[config.mk]
export PLATFORM = sky130hd
export DESIGN_NAME = fnd_scan_ctrl
export DESIGN_NICKNAME = d
export VERILOG_FILES = /design/src/rtl/fnd_pkg.sv /design/src/rtl/fnd_slot_counter.sv /design/src/rtl/fnd_scan_ctrl.sv
export SDC_FILE = /design/constraint.sdc
export NUM_CORES = 1
export LEC_CHECK = 0
export ABC_CLOCK_PERIOD_IN_PS = 3400
export CORE_MARGIN = 4
export CORE_UTILIZATION = 37
export DETAILED_ROUTE_END_ITERATION = 10
export DONT_BUFFER_PORTS = 1
export SLEW_MARGIN = 0
export SYNTH_ARGS = -nofsm -noshare
export SYNTH_HDL_FRONTEND = slang
export SYNTH_SLANG_ARGS = --single-unit
export TNS_END_PERCENT = 10
[constraint.sdc]
create_clock -name i_clk -period 3.4 [get_ports i_clk]
set_clock_uncertainty 0.2 [all_clocks]
set_input_delay 0.68 -clock i_clk [delete_from_list [all_inputs] [get_ports i_clk]]
set_output_delay 0.68 -clock i_clk [all_outputs]
set_load 0.05 [all_outputs]
[src/rtl/fnd_pkg.sv]
// fnd_pkg: shared state type and constants for the FND scan controller.
package fnd_pkg;

    typedef enum logic {
        S_DEAD = 1'b0,
        S_ON   = 1'b1
    } scan_state_t;

    localparam int NUM_DIGITS = 4;
    localparam int DIGIT_W    = 2;

    localparam logic [NUM_DIGITS-1:0] COM_OFF = 4'b1111;

    // Active-low common pattern that lights exactly the given digit.
    function automatic logic [NUM_DIGITS-1:0] digitCom(input logic [DIGIT_W-1:0] digit);
        return ~(NUM_DIGITS'(1) << digit);
    endfunction

endpackage

[src/rtl/fnd_slot_counter.sv]
// fnd_slot_counter: owns the per-slot cycle counter and the digit index.
// o_slot_end marks the last cycle of a slot; o_on_phase marks the last
// dead-time cycle, so the edge that follows it enters the on-phase.
module fnd_slot_counter
    import fnd_pkg::*;
#(
    parameter int SCAN_DIV    = 100000,
    parameter int DEAD_CYCLES = 1000
) (
    input  logic               i_clk,
    input  logic               i_reset_n,
    output logic [DIGIT_W-1:0] o_digit,
    output logic [DIGIT_W-1:0] o_digit_next,
    output logic               o_slot_end,
    output logic               o_on_phase
);

    localparam int CNT_W = (SCAN_DIV > 2) ? $clog2(SCAN_DIV) : 1;
    localparam logic [CNT_W-1:0] CNT_LAST     = CNT_W'(SCAN_DIV - 1);
    localparam logic [CNT_W-1:0] CNT_DEAD_END = CNT_W'(DEAD_CYCLES - 1);

    logic [CNT_W-1:0]   r_cnt;
    logic [DIGIT_W-1:0] r_digit;

    assign o_slot_end   = (r_cnt == CNT_LAST);
    assign o_on_phase   = (r_cnt == CNT_DEAD_END);
    assign o_digit      = r_digit;
    assign o_digit_next = r_digit + DIGIT_W'(1);

    // Count cycles within a slot and step to the next digit at slot end.
    always_ff @(posedge i_clk or negedge i_reset_n) begin
        if (!i_reset_n) begin
            r_cnt   <= '0;
            r_digit <= '0;
        end else if (o_slot_end) begin
            r_cnt   <= '0;
            r_digit <= o_digit_next;
        end else begin
            r_cnt   <= r_cnt + CNT_W'(1);
        end
    end

endmodule

[src/rtl/fnd_scan_ctrl.sv]
// fnd_scan_ctrl: time-multiplexed scan controller for a 4-digit
// common-anode FND. Each slot starts with a dead-time phase (all commons
// off) followed by an on-phase for the current digit. The displayed value
// is snapshotted once per frame so no digit shows a torn update.
// Build option: define FND_LZB_EN to blank leading zero digits (3..1).
module fnd_scan_ctrl
    import fnd_pkg::*;
#(
    parameter int SCAN_DIV    = 100000,
    parameter int DEAD_CYCLES = 1000
) (
    input  logic        i_clk,
    input  logic        i_reset_n,
    input  logic [15:0] i_value,
    input  logic [3:0]  i_dp,
    input  logic        i_enable,
    output logic [3:0]  o_bcd,
    output logic        o_dp_n,
    output logic [3:0]  o_fnd_com,
    output logic [1:0]  o_digit
);

    logic               w_slotEnd;
    logic               w_onPhase;
    logic               w_frameWrap;
    logic [DIGIT_W-1:0] w_digit;
    logic [DIGIT_W-1:0] w_digitNext;

    scan_state_t        r_state;
    scan_state_t        w_stateNext;

    logic [15:0]        r_snapValue;
    logic [3:0]         r_snapDp;

    logic [3:0]         r_bcd;
    logic [3:0]         w_bcdNext;
    logic               r_dpN;
    logic               w_dpNNext;
    logic [3:0]         r_com;
    logic [3:0]         w_comNext;

    logic               w_lzbMask;
    logic               w_mask;

    fnd_slot_counter #(
        .SCAN_DIV    (SCAN_DIV),
        .DEAD_CYCLES (DEAD_CYCLES)
    ) u_slotCounter (
        .i_clk        (i_clk),
        .i_reset_n    (i_reset_n),
        .o_digit      (w_digit),
        .o_digit_next (w_digitNext),
        .o_slot_end   (w_slotEnd),
        .o_on_phase   (w_onPhase)
    );

    assign w_frameWrap = w_slotEnd && (w_digitNext == '0);

`ifdef FND_LZB_EN
    // Blank digit k when it and every higher snapshot nibble are zero; digit 0 always shows.
    always_comb begin
        w_lzbMask = 1'b0;
        case (w_digit)
            2'd3:    w_lzbMask = (r_snapValue[15:12] == 4'h0);
            2'd2:    w_lzbMask = (r_snapValue[15:8]  == 8'h0);
            2'd1:    w_lzbMask = (r_snapValue[15:4]  == 12'h0);
            default: w_lzbMask = 1'b0;
        endcase
    end
`else
    assign w_lzbMask = 1'b0;
`endif

    assign w_mask = !i_enable || w_lzbMask;

    // Scan state register: dead-time versus on-phase of the current slot.
    always_ff @(posedge i_clk or negedge i_reset_n) begin
        if (!i_reset_n) begin
            r_state <= S_DEAD;
        end else begin
            r_state <= w_stateNext;
        end
    end

    // Next scan state and the common pattern that goes with it.
    always_comb begin
        w_stateNext = r_state;
        w_comNext   = COM_OFF;
        if (w_slotEnd) begin
            w_stateNext = S_DEAD;
        end else if (w_onPhase) begin
            w_stateNext = S_ON;
        end
        if ((w_stateNext == S_ON) && !w_mask) begin
            w_comNext = digitCom(w_digit);
        end
    end

    // Pick the next digit's nibble and dp at slot end; digit 0 bypasses the stale snapshot.
    always_comb begin
        w_bcdNext = r_bcd;
        w_dpNNext = r_dpN;
        if (w_frameWrap) begin
            w_bcdNext = i_value[3:0];
            w_dpNNext = ~i_dp[0];
        end else if (w_slotEnd) begin
            w_bcdNext = r_snapValue[{w_digitNext, 2'b00} +: 4];
            w_dpNNext = ~r_snapDp[w_digitNext];
        end
    end

    // Capture the value and dp requests once per frame, on the 3->0 wrap.
    always_ff @(posedge i_clk or negedge i_reset_n) begin
        if (!i_reset_n) begin
            r_snapValue <= '0;
            r_snapDp    <= '0;
        end else if (w_frameWrap) begin
            r_snapValue <= i_value;
            r_snapDp    <= i_dp;
        end
    end

    // Register every display output so the pins never glitch.
    always_ff @(posedge i_clk or negedge i_reset_n) begin
        if (!i_reset_n) begin
            r_bcd <= 4'h0;
            r_dpN <= 1'b1;
            r_com <= COM_OFF;
        end else begin
            r_bcd <= w_bcdNext;
            r_dpN <= w_dpNNext;
            r_com <= w_comNext;
        end
    end

    assign o_bcd     = r_bcd;
    assign o_dp_n    = r_dpN;
    assign o_fnd_com = r_com;
    assign o_digit   = w_digit;

endmodule
== Word-level counts from Yosys, hierarchy flattened ==
Cells that the tools add are included.

* Output and inout port bits: 11
* Logic and storage cells: 32
* Input port bits: 23
* Bits in registers: 49

* $add $sub $neg: 2
* Reduce and logical (&&, ||, !) cells: 4
* $lt $le $gt $ge: 1
* Bitwise logic cells: 3
* Multiplexer cells: 10
* Equality and inequality tests: 2
* Shift-type cells: 2

{| class="wikitable"
|+ Operators with widths
! kind !! number
|-
| $add A17 B1 Y17 const B || 1
|-
| $eq A17 B10 Y1 const B || 1
|-
| $eq A17 B17 Y1 const B || 1
|-
| $mux W17 || 1
|-
| $shiftx A16 B5 Y4 || 1
|-
| $mux W4 || 3
|-
| $mux W1 || 5
|-
| $not A4 Y4 || 1
|-
| $shl A1 B2 Y4 const A || 1
|-
| $lt A2 B3 Y1 const B || 1
|-
| $add A2 B1 Y2 const B || 1
|-
| $bmux W1 S2 || 1
|-
| $logic_and A1 B1 Y1 || 2
|-
| $logic_not A2 Y1 || 1
|-
| $not A1 Y1 || 2
|-
| $reduce_bool A2 Y1 || 1
|}

== Longest topological paths before layout ==
* Depth after elaboration: 6
* Depth in mapped cells: 6
* Gate-level depth less buffers: 6

== Modules after synthesis ==
From an unflattened synthesis, not the netlist that was laid out.

* Cells, all modules: 164
* Area total of the unflattened synthesis: 2098.3 µm²

{| class="wikitable"
|+ By module, submodules not included
! module !! area an instance (µm²) !! seq. area each (µm²) !! times used !! cells an instance
|-
| fnd_scan_ctrl || 1158.6 || 631.9 || 1 || 77
|-
| fnd_slot_counter || 939.7 || 475.5 || 1 || 87
|}

== Worst setup path before layout ==
OpenSTA, ideal clock, no wires.

* Path type: reg-to-reg
* Start point: register u_slotCounter.r_digit[0], in the netlist u_slotCounter.o_digit[0]
* End point: register r_bcd[2], in the netlist o_bcd[2]
* Stages on the path, launching flop included: 7
* Data arrival time: 2243 ps
* Setup time: 128 ps
* Clock period less this slack: 2570 ps
* Required time: 3072 ps
* Path buffers: 1
* Slack: 830 ps
* Cell sequence: dfrtp_1 > inv_1 > ha_1 > buf_4 > a2111oi_0 > a221oi_1 > mux2_1

* Cells in the longest elaborated chain, start to end: 4
* Elaborated cells between the ends (all ways): 7
* Classes of those cells: 1 x add/sub; 1 x shift; 2 x mux; 3 x reduce/logical

{| class="wikitable"
|+ Ends and longest elaborated chain
! what !! RTL line !! source
|-
| start: declaration || fnd_slot_counter.sv:23 || <nowiki>logic [DIGIT_W-1:0] r_digit;</nowiki>
|-
| start signal: assignment || fnd_slot_counter.sv:37 || <nowiki>r_digit <= o_digit_next;</nowiki>
|-
| $add A2 B1 Y2 (*) || fnd_slot_counter.sv:28 || <nowiki>assign o_digit_next = r_digit + DIGIT_W'(1);</nowiki>
|-
| via u_slotCounter.o_digit_next[0] || fnd_slot_counter.sv:13 || <nowiki>output logic [DIGIT_W-1:0] o_digit_next,</nowiki>
|-
| $shiftx A16 B5 Y4 / $logic_not A2 Y1 (equally long branches) || fnd_scan_ctrl.sv:107, fnd_scan_ctrl.sv:57 ||
|-
| $mux W4 / $logic_and A1 B1 Y1 (equally long branches) || fnd_scan_ctrl.sv:106, fnd_scan_ctrl.sv:57 ||
|-
| $mux W4 / $reduce_bool A2 Y1 (equally long branches) || -- ||
|-
| end signal: assignment || fnd_scan_ctrl.sv:130 || <nowiki>r_bcd <= w_bcdNext;</nowiki>
|-
| end: declaration || fnd_scan_ctrl.sv:35 || <nowiki>logic [3:0] r_bcd;</nowiki>
|}

Mark *: on every way through the listed nets, which the timed path passes. The rest lies on a longest branch. The select of a mux whose other input is x is not followed.
A chain may end at the register's enable or synchronous reset.

== Final worst setup path ==
* Start point: register u_slotCounter.r_digit[1], in the netlist u_slotCounter.o_digit[1]
* End point: register r_bcd[2], in the netlist o_bcd[2]

Same word-level chain as after synthesis.

==> metrics.md <==
| Metric | Value |
|---|---|
| Status | `completed` |
| #FFs+latches synth | `between 40 and 50` |
| Fin area | `approximately 2600 sq um` |
| Post-DP Area | `around 2500 sq um` |
| Final Hold Fails | `0` |
| Total die area | `between 7000 and 8000 sq um` |
| Post-layout power | `just over 1 mW` |
| Mean Syn Cell Area | `13.1 sq um` |
| Core Util, Final | `0.414` |
| DIE WIDTH | `88.9 microns` |
| WHS | `0.00718 ns` |
| Total wire length | `~4500 microns` |
| Relative slew margins | `0.604` |
| Post-synthesis cell count | `185` |
| H-Tree Depth | `2` |
| Peak supply drop | `225 uV` |
| Slew Limit Fails | `0` |
| Initial DRC count | `between 90 and 100` |
| Initial Util | `0.382` |
| # DRC | `0` |
| Num CTS Buffers | `5` |
| Worst-path fanout max | `16` |
| Commonest cells after routing, fill and taps aside | `44 x dfrtp_1, 20 x mux2_4, 11 x xnor2_1` |
| Crit path capture type | `register` |
| Leak pwr | `between 1 and 1.5 nW` |
| Post-synth ARST share | `1.00` |
| Clock root buffer | `clkbuf_8` |
| Vias/cell | `between 5 and 6` |
| Most common cell after layout, fill and taps aside | `dfrtp_1` |
| CTS tree | `built` |
| CP bufs+invs | `2` |
| GP Congestion | `roughly 0.74` |
| Nets | `between 200 and 250` |
| RSZ-0062 raised after global routing | `false` |
| EDFF count, synth | `0` |
| Post-synthesis sequential area ratio | `0.509` |
| # Post-CTS Setup Buffers | `0` |
| Unique cell type count in the Yosys netlist | `41` |
| Reg2Reg Setup Slack | `~0.85 ns` |
| Worst Max-Slew Pin Slew | `roughly 0.59 ns` |
| Critical path startpoint category | `register` |
| FMAX | `between 0.3 and 0.4 GHz` |
| Setup crit start | `u_slotCounter.o_digit[1]` |
| Final setup fails | `0` |
| Synthesized area | `2420 sq um` |
| Synth Warn # | `0` |
| Routed via count | `~1400` |
| Diode count | `0` |
| CP peak stage delay | `about 0.68 ns` |
| Share of cells above drive strength 1 | `0.240` |
| Clk_lat worst skew | `just over 0.3 ns` |
| Worst path required time | `approximately 3.4 ns` |
| Buffers on Ports | `0` |
| Setup CP Type | `register to register` |
| Worst Hold Class | `input pin to async pin` |
| Core ar. | `between 6000 and 7000 sq um` |
| Vias in the first global route | `~1500` |
| Dpl hpwl | `3050 microns` |
| Row count | `29` |
| Setup TNS | `0 ns` |
| Tcrit/Tclk final | `0.749` |
| Ys flop type | `dfrtp_1` |
| Crit path DAT | `approximately 2.6 ns` |
| Power Density | `about 390 nW/um^2` |
| Final ANT Viol Nets | `0` |
| Area growth, synth to finish | `8.52%` |
| Grt ovf | `0` |
| CP delay by family, top | `adder cells` |
| Critical path, cell by cell | `buf_4 > inv_1 > ha_1 > nor2b_1 > a2111oi_0 > a221oi_1 > mux2_1` |
| Slowest-stage cell, CP | `ha_1` |
| Die H | `roughly 90 microns` |
| Clock period minus worst slack | `~2.5 ns` |
| Drt pass-1 iters | `4` |
| R2r startpoint | `u_slotCounter.o_digit[1]` |
| Boundary Pins | `34` |
| Wirelength per Cell | `roughly 17 microns` |
| Maximum clock path buffer count | `2` |
| Largest net degree at the start of global routing | `48` |
| Syn Nets | `roughly 220` |
| Tot GR Track Use | `0.126` |
| Global-route wire length before repair | `7670 microns` |
| Clock slew at reported path FFs | `~0.1 ns` |
| Initial antenna violation count | `0` |
| Sink Count | `49` |
| Max Cap Violations | `0` |
-- worst register-to-register path, stage by stage, from the launching register on --
cell and delay [ns]:
dfrtp_1 0.34, buf_4 0.22, inv_1 0.11, ha_1 0.68
nor2b_1 0.10, a2111oi_0 0.41, a221oi_1 0.09, mux2_1 0.31
-- sequential cells by signal, summed over array words and instances (netlist names) --
| signal | count |
|---|---|
| r_state | 1 |
| u_slotCounter.r_cnt | 17 |
| o_fnd_com | 4 |
| r_snapDp | 4 |
| o_bcd | 4 |
| u_slotCounter.o_digit | 2 |
| o_dp_n | 1 |
| r_snapValue | 16 |
-- timing repair --
item                                   4_1_cts  5_1_grt
endpoints found under the hold margin       47        0
hold buffers                                 2        0
gates resized for setup                      0        0
-- cells by family (layout without fill, tap and decap cells) --
kind of cell    count (synthesis)  after routing  synth area share
buf+inv                        15             22            0.0413
fa+ha+maj                       7              7            0.0361
compound gates                 17             17            0.0547
mux                            30             30             0.168
simple gates                   53             53             0.141
xor+xnor                       14             14            0.0506
flops                          49             49             0.509
-- where the power goes --
group          total (mW)  internal [mW]  switching [mW]
registers           0.583          0.583               0
logic              0.0168        0.00526          0.0115
clock network       0.432          0.225           0.207
total                1.03          0.812           0.219
-- layout make-up --
| class | count | area (sq um) |
|---|---|---|
| multi-input combinational | 121 | 1090 |
| tap | 77 | 96.3 |
| timing repair buffer | 5 | 60.1 |
| inverter | 9 | 33.8 |
| sequential | 49 | 1230 |
| clock buffer | 5 | 68.8 |
| fill | 583 | 3720 |
| clock inverter | 3 | 47.5 |
-- worst paths after layout --
| path | endpoint | cells after the start |
|---|---|---|
| setup / recovery | o_bcd[2] | 7 |
| min in group i_clk | o_fnd_com[0] | 1 |
| hold reg to reg | r_snapValue[7] | 1 |
| setup reg to reg | o_bcd[2] | 7 |
| max in group asynchronous | o_fnd_com[3] | 1 |
| hold / removal | u_slotCounter.r_cnt[13] | 1 |
-- per-layer routing --
layer	vias up	routed length, microns	track usage
met5	-	0	0
met4	0	75	0.0406
met3	6	193	0.0341
met2	30	2000	0.190
met1	716	2190	0.177
li1	682	-	-
-- cells in the mapped netlist (3+ instances only) --
cell type,number,area (sq um)
dfstp_2,5,131
ha_1,7,87.6
buf_4,3,22.5
nand4_1,5,31.3
xnor2_1,11,96.3
inv_1,9,33.8
a2111oi_0,5,43.8
mux2_1,3,33.8
mux2_4,20,300
a221oi_1,4,35.0
xor2_1,3,26.3
mux2i_1,5,50.1
nor2_1,10,37.5
nand3_1,10,50.1
nor2b_1,6,37.5
nor3_1,3,15.0
dfrtp_1,44,1100
-- metrics by stage --
step	instances	setup WS [ns]
after global placement	259	0.966
after CTS	269	0.864
after global routing	269	0.663
after detailed placement	259	0.888
final	269	0.853
after floorplan	185	0.830
(Power assumes the default switching activity.)
